===== src/rtl/tt_um_hoene_protocol_frame_deserializer.sv =====
// Serial-to-parallel frame receiver for the smart-LED daisy chain: collects the first
// WIDTH bits of a frame, checks count/parity on store and forwards surplus bits downstream.
module tt_um_hoene_protocol_frame_deserializer #(
    parameter int WIDTH      = 32,
    parameter int MSB_FIRST  = 0,
    parameter int PARITY_EN  = 1,
    parameter int PARITY_ODD = 0
) (
    input  logic             clk,
    input  logic             rst_n,
    input  logic             in_data,
    input  logic             in_clk,
    input  logic             store,
    input  logic             clear,
    output logic [WIDTH-1:0] output_data,
    output logic             out_valid,
    output logic             parity_err,
    output logic             frame_err,
    output logic             fwd_data,
    output logic             fwd_clk,
    output logic             fwd_store
);

    localparam int CW = $clog2(WIDTH + 1);
    localparam logic [CW-1:0] FULL = CW'(WIDTH);

    localparam logic [0:0] ST_COLLECT = 1'b0;
    localparam logic [0:0] ST_FORWARD = 1'b1;

    logic [0:0]       state_q, state_d;
    logic [WIDTH-1:0] shift_q, shift_d;
    logic [CW-1:0]    count_q, count_d;
    logic [WIDTH-1:0] data_q, data_d;
    logic             valid_q, valid_d;
    logic             perr_q, perr_d;
    logic             ferr_q, ferr_d;
    logic             fdata_q, fdata_d;
    logic             fclk_q, fclk_d;
    logic             fstore_q, fstore_d;

    logic [WIDTH-1:0] shift_in;
    logic             parity_ok;

    generate
        if (MSB_FIRST != 0) begin : g_msb_first
            assign shift_in = {shift_q[WIDTH-2:0], in_data};
        end else begin : g_lsb_first
            assign shift_in = {in_data, shift_q[WIDTH-1:1]};
        end
    endgenerate

    assign parity_ok = (PARITY_EN == 0) || ((^shift_q) == 1'(PARITY_ODD));

    // clear outranks store, which outranks a bit strobe in the same cycle.
    always_comb begin
        state_d  = state_q;
        shift_d  = shift_q;
        count_d  = count_q;
        data_d   = data_q;
        perr_d   = perr_q;
        ferr_d   = ferr_q;
        fdata_d  = fdata_q;
        valid_d  = 1'b0;
        fclk_d   = 1'b0;
        fstore_d = 1'b0;
        if (clear) begin
            shift_d = '0;
            count_d = '0;
            state_d = ST_COLLECT;
            perr_d  = 1'b0;
            ferr_d  = 1'b0;
        end else if (store) begin
            fstore_d = 1'b1;
            if (count_q == FULL) begin
                ferr_d = 1'b0;
                if (parity_ok) begin
                    data_d  = shift_q;
                    valid_d = 1'b1;
                    perr_d  = 1'b0;
                end else begin
                    perr_d = 1'b1;
                end
            end else begin
                ferr_d = 1'b1;
                perr_d = 1'b0;
            end
            shift_d = '0;
            count_d = '0;
            state_d = ST_COLLECT;
        end else if (in_clk) begin
            if (state_q == ST_COLLECT) begin
                shift_d = shift_in;
                count_d = count_q + CW'(1);
                if (count_d == FULL) state_d = ST_FORWARD;
            end else begin
                fclk_d  = 1'b1;
                fdata_d = in_data;
            end
        end
    end

    always_ff @(posedge clk or negedge rst_n) begin
        if (!rst_n) begin
            state_q  <= ST_COLLECT;
            shift_q  <= '0;
            count_q  <= '0;
            data_q   <= '0;
            valid_q  <= 1'b0;
            perr_q   <= 1'b0;
            ferr_q   <= 1'b0;
            fdata_q  <= 1'b0;
            fclk_q   <= 1'b0;
            fstore_q <= 1'b0;
        end else begin
            state_q  <= state_d;
            shift_q  <= shift_d;
            count_q  <= count_d;
            data_q   <= data_d;
            valid_q  <= valid_d;
            perr_q   <= perr_d;
            ferr_q   <= ferr_d;
            fdata_q  <= fdata_d;
            fclk_q   <= fclk_d;
            fstore_q <= fstore_d;
        end
    end

    assign output_data = data_q;
    assign out_valid   = valid_q;
    assign parity_err  = perr_q;
    assign frame_err   = ferr_q;
    assign fwd_data    = fdata_q;
    assign fwd_clk     = fclk_q;
    assign fwd_store   = fstore_q;

endmodule


===== config.mk =====
export PLATFORM = sky130hd
export DESIGN_NAME = tt_um_hoene_protocol_frame_deserializer
export DESIGN_NICKNAME = d
export VERILOG_FILES = /design/src/rtl/tt_um_hoene_protocol_frame_deserializer.sv
export SDC_FILE = /design/constraint.sdc
export NUM_CORES = 1
export LEC_CHECK = 0
export ABC_AREA = 1
export CORE_ASPECT_RATIO = 0.8
export CORE_MARGIN = 5
export CORE_UTILIZATION = 28
export DETAILED_ROUTE_END_ITERATION = 7
export MAX_ROUTING_LAYER = met4
export PLACE_DENSITY = 0.47
export SETUP_SLACK_MARGIN = 0.02
export SLEW_MARGIN = 20
export SYNTH_ARGS = -nofsm -noshare
export SYNTH_HDL_FRONTEND = slang
export SYNTH_SLANG_ARGS = --single-unit

===== constraint.sdc =====
create_clock -name clk -period 2.2 [get_ports clk]
set_input_delay 0.33 -clock clk [delete_from_list [all_inputs] [get_ports clk]]
set_output_delay 0.33 -clock clk [all_outputs]
set_load 0.005 [all_outputs]

# --- Word level (Yosys, flattened, before mapping) ---
# Cells that the tools add are included.
# W data, S select, Z words.
classes:
  add_sub_neg: 1
  n_eq_ne: 3
  mux: 30
  bitwise_logic: 3
  reduce_logical: 6
op_table:
  columns: ["operator", "count"]
  rows:
  - ["$mux W32", 4]
  - ["$reduce_xor A32 Y1", 1]
  - ["$mux W6", 4]
  - ["$mux W1", 22]
  - ["$eq A6 B6 Y1 const B", 2]
  - ["$reduce_and A4 Y1", 2]
  - ["$add A6 B1 Y6 const B", 1]
  - ["$ne A3 B3 Y1 const B", 1]
  - ["$not A1 Y1", 3]
  - ["$reduce_bool A3 Y1", 1]
  - ["$reduce_and A2 Y1", 1]
  - ["$reduce_bool A2 Y1", 1]
totals:
  reg_bits: 77
  output_inout_bits: 38
  word_cells: 53

# --- Logic depth before layout (Yosys ltp) ---
depth:
  depth_word: 7
  depth_mapped: 15

# --- Worst setup path before layout ---
# Ideal clock, no wire load.
synth_timing:
  path_type: "flip-flop to flip-flop"
  from: "register shift_q[9]"
  to: "register data_q[0] (netlist: output_data[0])"
  t_arrival_ns: 1.491
  required_time_ns: 2.084
  slack_ns: 0.593
  stages_incl_launch_ff: 16
  path_buffers: 1
  synth_period_minus_slack_ns: 1.607
  path_cell_list: "dfrtp_1 inv_1 nand2_1 nand2_1 inv_2 nand2_1 nand2_1 nand2_1 nand2_1 nand2_1 nand2_2 nand2_4 nand3_4 buf_12 nand2_4 nand2_2"
synth_between:
  elab_chain_len: 3
synth_rtl:
  columns: ["item", "line", "source"]
  rows:
  - ["start: declaration", "31", "logic [WIDTH-1:0] shift_q, shift_d;"]
  - ["start signal: assignment", "116", "shift_q <= shift_d;"]
  - ["$reduce_xor A32 Y1", "52", "assign parity_ok = (PARITY_EN == 0) || ((^shift_q) == 1'(PARITY_ODD));"]
  - ["$not A1 Y1 (no source line)", null, null]
  - ["$reduce_and A4 Y1 (no source line)", null, null]
  - ["end signal: assignment", "118", "data_q <= data_d;"]
  - ["end: declaration", "33", "logic [WIDTH-1:0] data_q, data_d;"]
# No other way between the ends.
# A chain may end at the register's enable or synchronous reset.

# --- Worst setup path in the final report ---
layout_timing:
  from: "register shift_q[24]"
  to: "register data_q[28] (netlist: output_data[28])"
# The elaborated chain is that of the path after synthesis.

==> results by group <==
Worst hold path
  – HP Class: primary input to async pin

Timing
  – Final setup viols: 0
  – Worst slew margin: around three fifths
  – Clock skew: 0.00563 ns
  – RSZ-0062 raised after global routing: false
  – Final Max Slew Viols: 0
  – Max Freq: approximately 530 MHz
  – Fin Setup TNS: 0 ns
  – Actual slew at the worst max-slew pin: a little under 0.6 ns
  – Final hold violations: 0
  – Clock period minus worst slack: 1.89 ns
  – Share of the clock period used by the worst path after layout: 86.1%

Synthesis
  – Sequential area share after synthesis: between 40 and 50%
  – Post-synth EDFFs: 0
  – Mapped cell area: 4080 sq um
  – Top_reg_cell synth: dfrtp_1
  – Gate Count Post-Synth: approximately 480
  – Syn avg cell area: about 8.5 sq um
  – Ys Warns: 0
  – Flops & latches, synth: 77
  – Synth unique cells: 25
  – Synth Net Count: roughly 500
  – Fraction of registers with async set or reset after synthesis: 100%

Floorplan
  – Core area: 14300 sq um
  – Ports: 44
  – Die area: 17100 sq um
  – Die width: 145 microns
  – Starting Density: between 20% and 30%
  – Die height: about 120 microns
  – # rows: 39

Global routing
  – Overflow after GRT: 0
  – Vias in the first global route: 3243
  – First-pass GRT wire length: approximately 16 mm
  – Pin count of the biggest net entering global routing: 44
  – Initial antenna violation count: 0
  – Overall routing resource usage: 11.7%

Setup path
  – Critical path class: register to register
  – Crit-path most repeated cell: nand2_1
  – Crit path DAT: between 2 and 2.5 ns
  – Worst EP required: roughly 2.5 ns
  – Crit start category: register
  – CP max stage cell: dfrtp_1
  – Critical path, cell by cell: nor2_1 -> inv_1 -> nand2_1 -> nand2_1 -> nand2_1 -> nand2_1 -> nand2_1 -> nand2_1 -> nand2_2 -> nand2_4 -> nand3_4 -> buf_12 -> nand2_1 -> nand2_1
  – Worst path bufs/invs: 2
  – Crit path max fanout: 18
  – Crit path largest cell delay: between 0.4 and 0.5 ns
  – Worst path top cell family by delay: simple AND/OR/NAND/NOR gates
  – Setup crit end kind: register

Place
  – Global placer's final weighted congestion: roughly 0.77
  – Final HPWL DP: about 6.5 mm
  – Port-buffer cells: between 40 and 50
  – Inst Count DP: 705

Route
  – Post-route ant nets: 0
  – Post-route DRC: 0
  – Routed wire length: 9.14 mm
  – Via count: about 3200
  – DRT Pass-1 Iters: 4
  – Number of vias per cell: 4.48
  – First-iteration detailed-routing DRC count: ~190
  – Routed len/inst: 12.7 microns

Flow run
  – Max Cap Viol: 0

Finish
  – Commonest cells after routing, fill and taps aside: nand2_1 (153), dfrtp_1 (77), inv_1 (43), clkdlybuf4s50_1 (42), nand4_1 (33)
  – Most common cell after layout, fill and taps aside: nand2_1
  – Layout cell share with drive strength beyond 1: 19.6%
  – Fin nets: 540
  – Ant diodes: 0
  – Layout filler cell count: 1449
  – Finished Layout Cells: approximately 700
  – Syn-to-layout area delta: 24.0%

Clocking
  – TritonCTS clock tree: done
  – Sink Count: 77
  – Count of cells resized by post-cts repair: 0
  – CTS Buffer Depth: 2
  – Worst-path clk slew: about 0.06 ns
  – H-tree depth: 3
  – Root buf cell: clkbuf_16
  – Hold Buf Count CTS: 0
  – TritonCTS Buffers: 9
  – Clk Latency, worst-skew pair: 0.33 ns
  – Post-CTS setup buffers: 0

Outcome
  – Status: finished clean

Power and ir drop
  – Cell leakage power: approximately 2.4 nW
  – Cell Pwr Density: 596 nW/um^2
  – Worst vdd rail ir drop: between 0.3 and 0.4 mV
-- synth_stat cells (2+ instances only) --
cell      instances  area, sq um
nand2_1         153          574
dfrtp_1          77         1930
inv_1            43          161
nand4_1          33          206
o22ai_1          32          200
nand2_2          31          194
nand2_4          30          338
nor2_1           18         67.6
inv_2            13         48.8
clkbuf_1          9         33.8
nand3_1           8         40.0
buf_2             6         30.0
o21ai_0           5         25.0
xor2_1            5         43.8
xnor2_1           4         35.0
buf_12            3         60.1
ha_1              2         25.0
nor3_1            2         10.0
-- layer usage --
layer	wire length, microns	GRT usage (%)	share of wire (%)	vias to the layer above
li1	-	-	-	1648
met1	4650	15.6	51	1520
met2	4070	17.8	45	45
met3	331	3.16	3.6	9
met4	88	2.65	0.96	0
met5	0	-	0	-
-- worst paths after layout --
kind	startpoint	endpoint	slack (ns)	cells after the start
setup / recovery	shift_q[24]	output_data[28]	0.31	14
hold / removal	rst_n	output_data[3]	0.008	1
min in group clk	output_data[28]	output_data[28]	0.48	2
hold reg to reg	output_data[28]	output_data[28]	0.48	2
setup reg to reg	shift_q[24]	output_data[28]	0.31	14
max in group asynchronous	rst_n	shift_q[21]	1.60	2
-- where the power goes --
| group | switching [mW] | total (mW) | internal [mW] |
|---|---|---|---|
| sequential | 0.00902 | 1.44 | 1.43 |
| clock | 0.557 | 1.45 | 0.896 |
| combinational | 0.0800 | 0.129 | 0.0488 |
| total | 0.646 | 3.02 | 2.37 |
-- area by class of cell --
cell class                 instances  area, sq um  area share (%)
multi-input combinational        330         1820            36.0
clock buffer                      12          246            4.87
tap                              184          230            4.55
inverter                          56          210            4.15
timing repair buffer              58          591            11.7
sequential                        77         1930            38.1
clock inverter                     2         35.0           0.692
-- logic make-up (layout without fill, tap and decap cells) --
family                     Yosys count  after routing  share of synthesized area, %
and+or+nand+nor                    278            278                          35.8
DFF                                 77             77                          47.2
AOI/OAI and AO/OA                   41             41                          6.25
xor gates and xnor gates             9              9                          1.93
buffers and inverters               74            128                          8.18
adders and majority gates            2              2                         0.613
-- metrics by stage --
step	hold slack (ns)	util, %	power, mW	worst slack (ns)	cell area (sq um)
2_1_floorplan	0.0344	-	1.51	0.593	4080
3_3_place_gp	0.374	33.4	1.59	0.178	4780
3_5_place_dp	0.375	33.4	1.59	0.204	4780
4_1_cts	0.0179	35.4	3.07	0.289	5060
5_1_grt	0.0576	35.4	3.15	0.0525	5060
6_report	0.00754	35.4	3.02	0.306	5060
-- worst register-to-register path, cell delays in order (launching register included) --
cell     delay (ns)
dfrtp_1        0.45
nor2_1         0.18
inv_1          0.05
nand2_1        0.05
nand2_1        0.05
nand2_1        0.07
nand2_1        0.05
nand2_1        0.08
nand2_1        0.08
nand2_2        0.09
nand2_4        0.15
nand3_4        0.15
buf_12         0.21
nand2_1        0.09
nand2_1        0.06
-- state kept, by name (all words and copies together) (netlist names) --
register     count
fwd_store        1
state_q          1
frame_err        1
shift_q         32
out_valid        1
fwd_clk          1
parity_err       1
fwd_data         1
count_q          6
output_data     32
(Power assumes the default switching activity.)
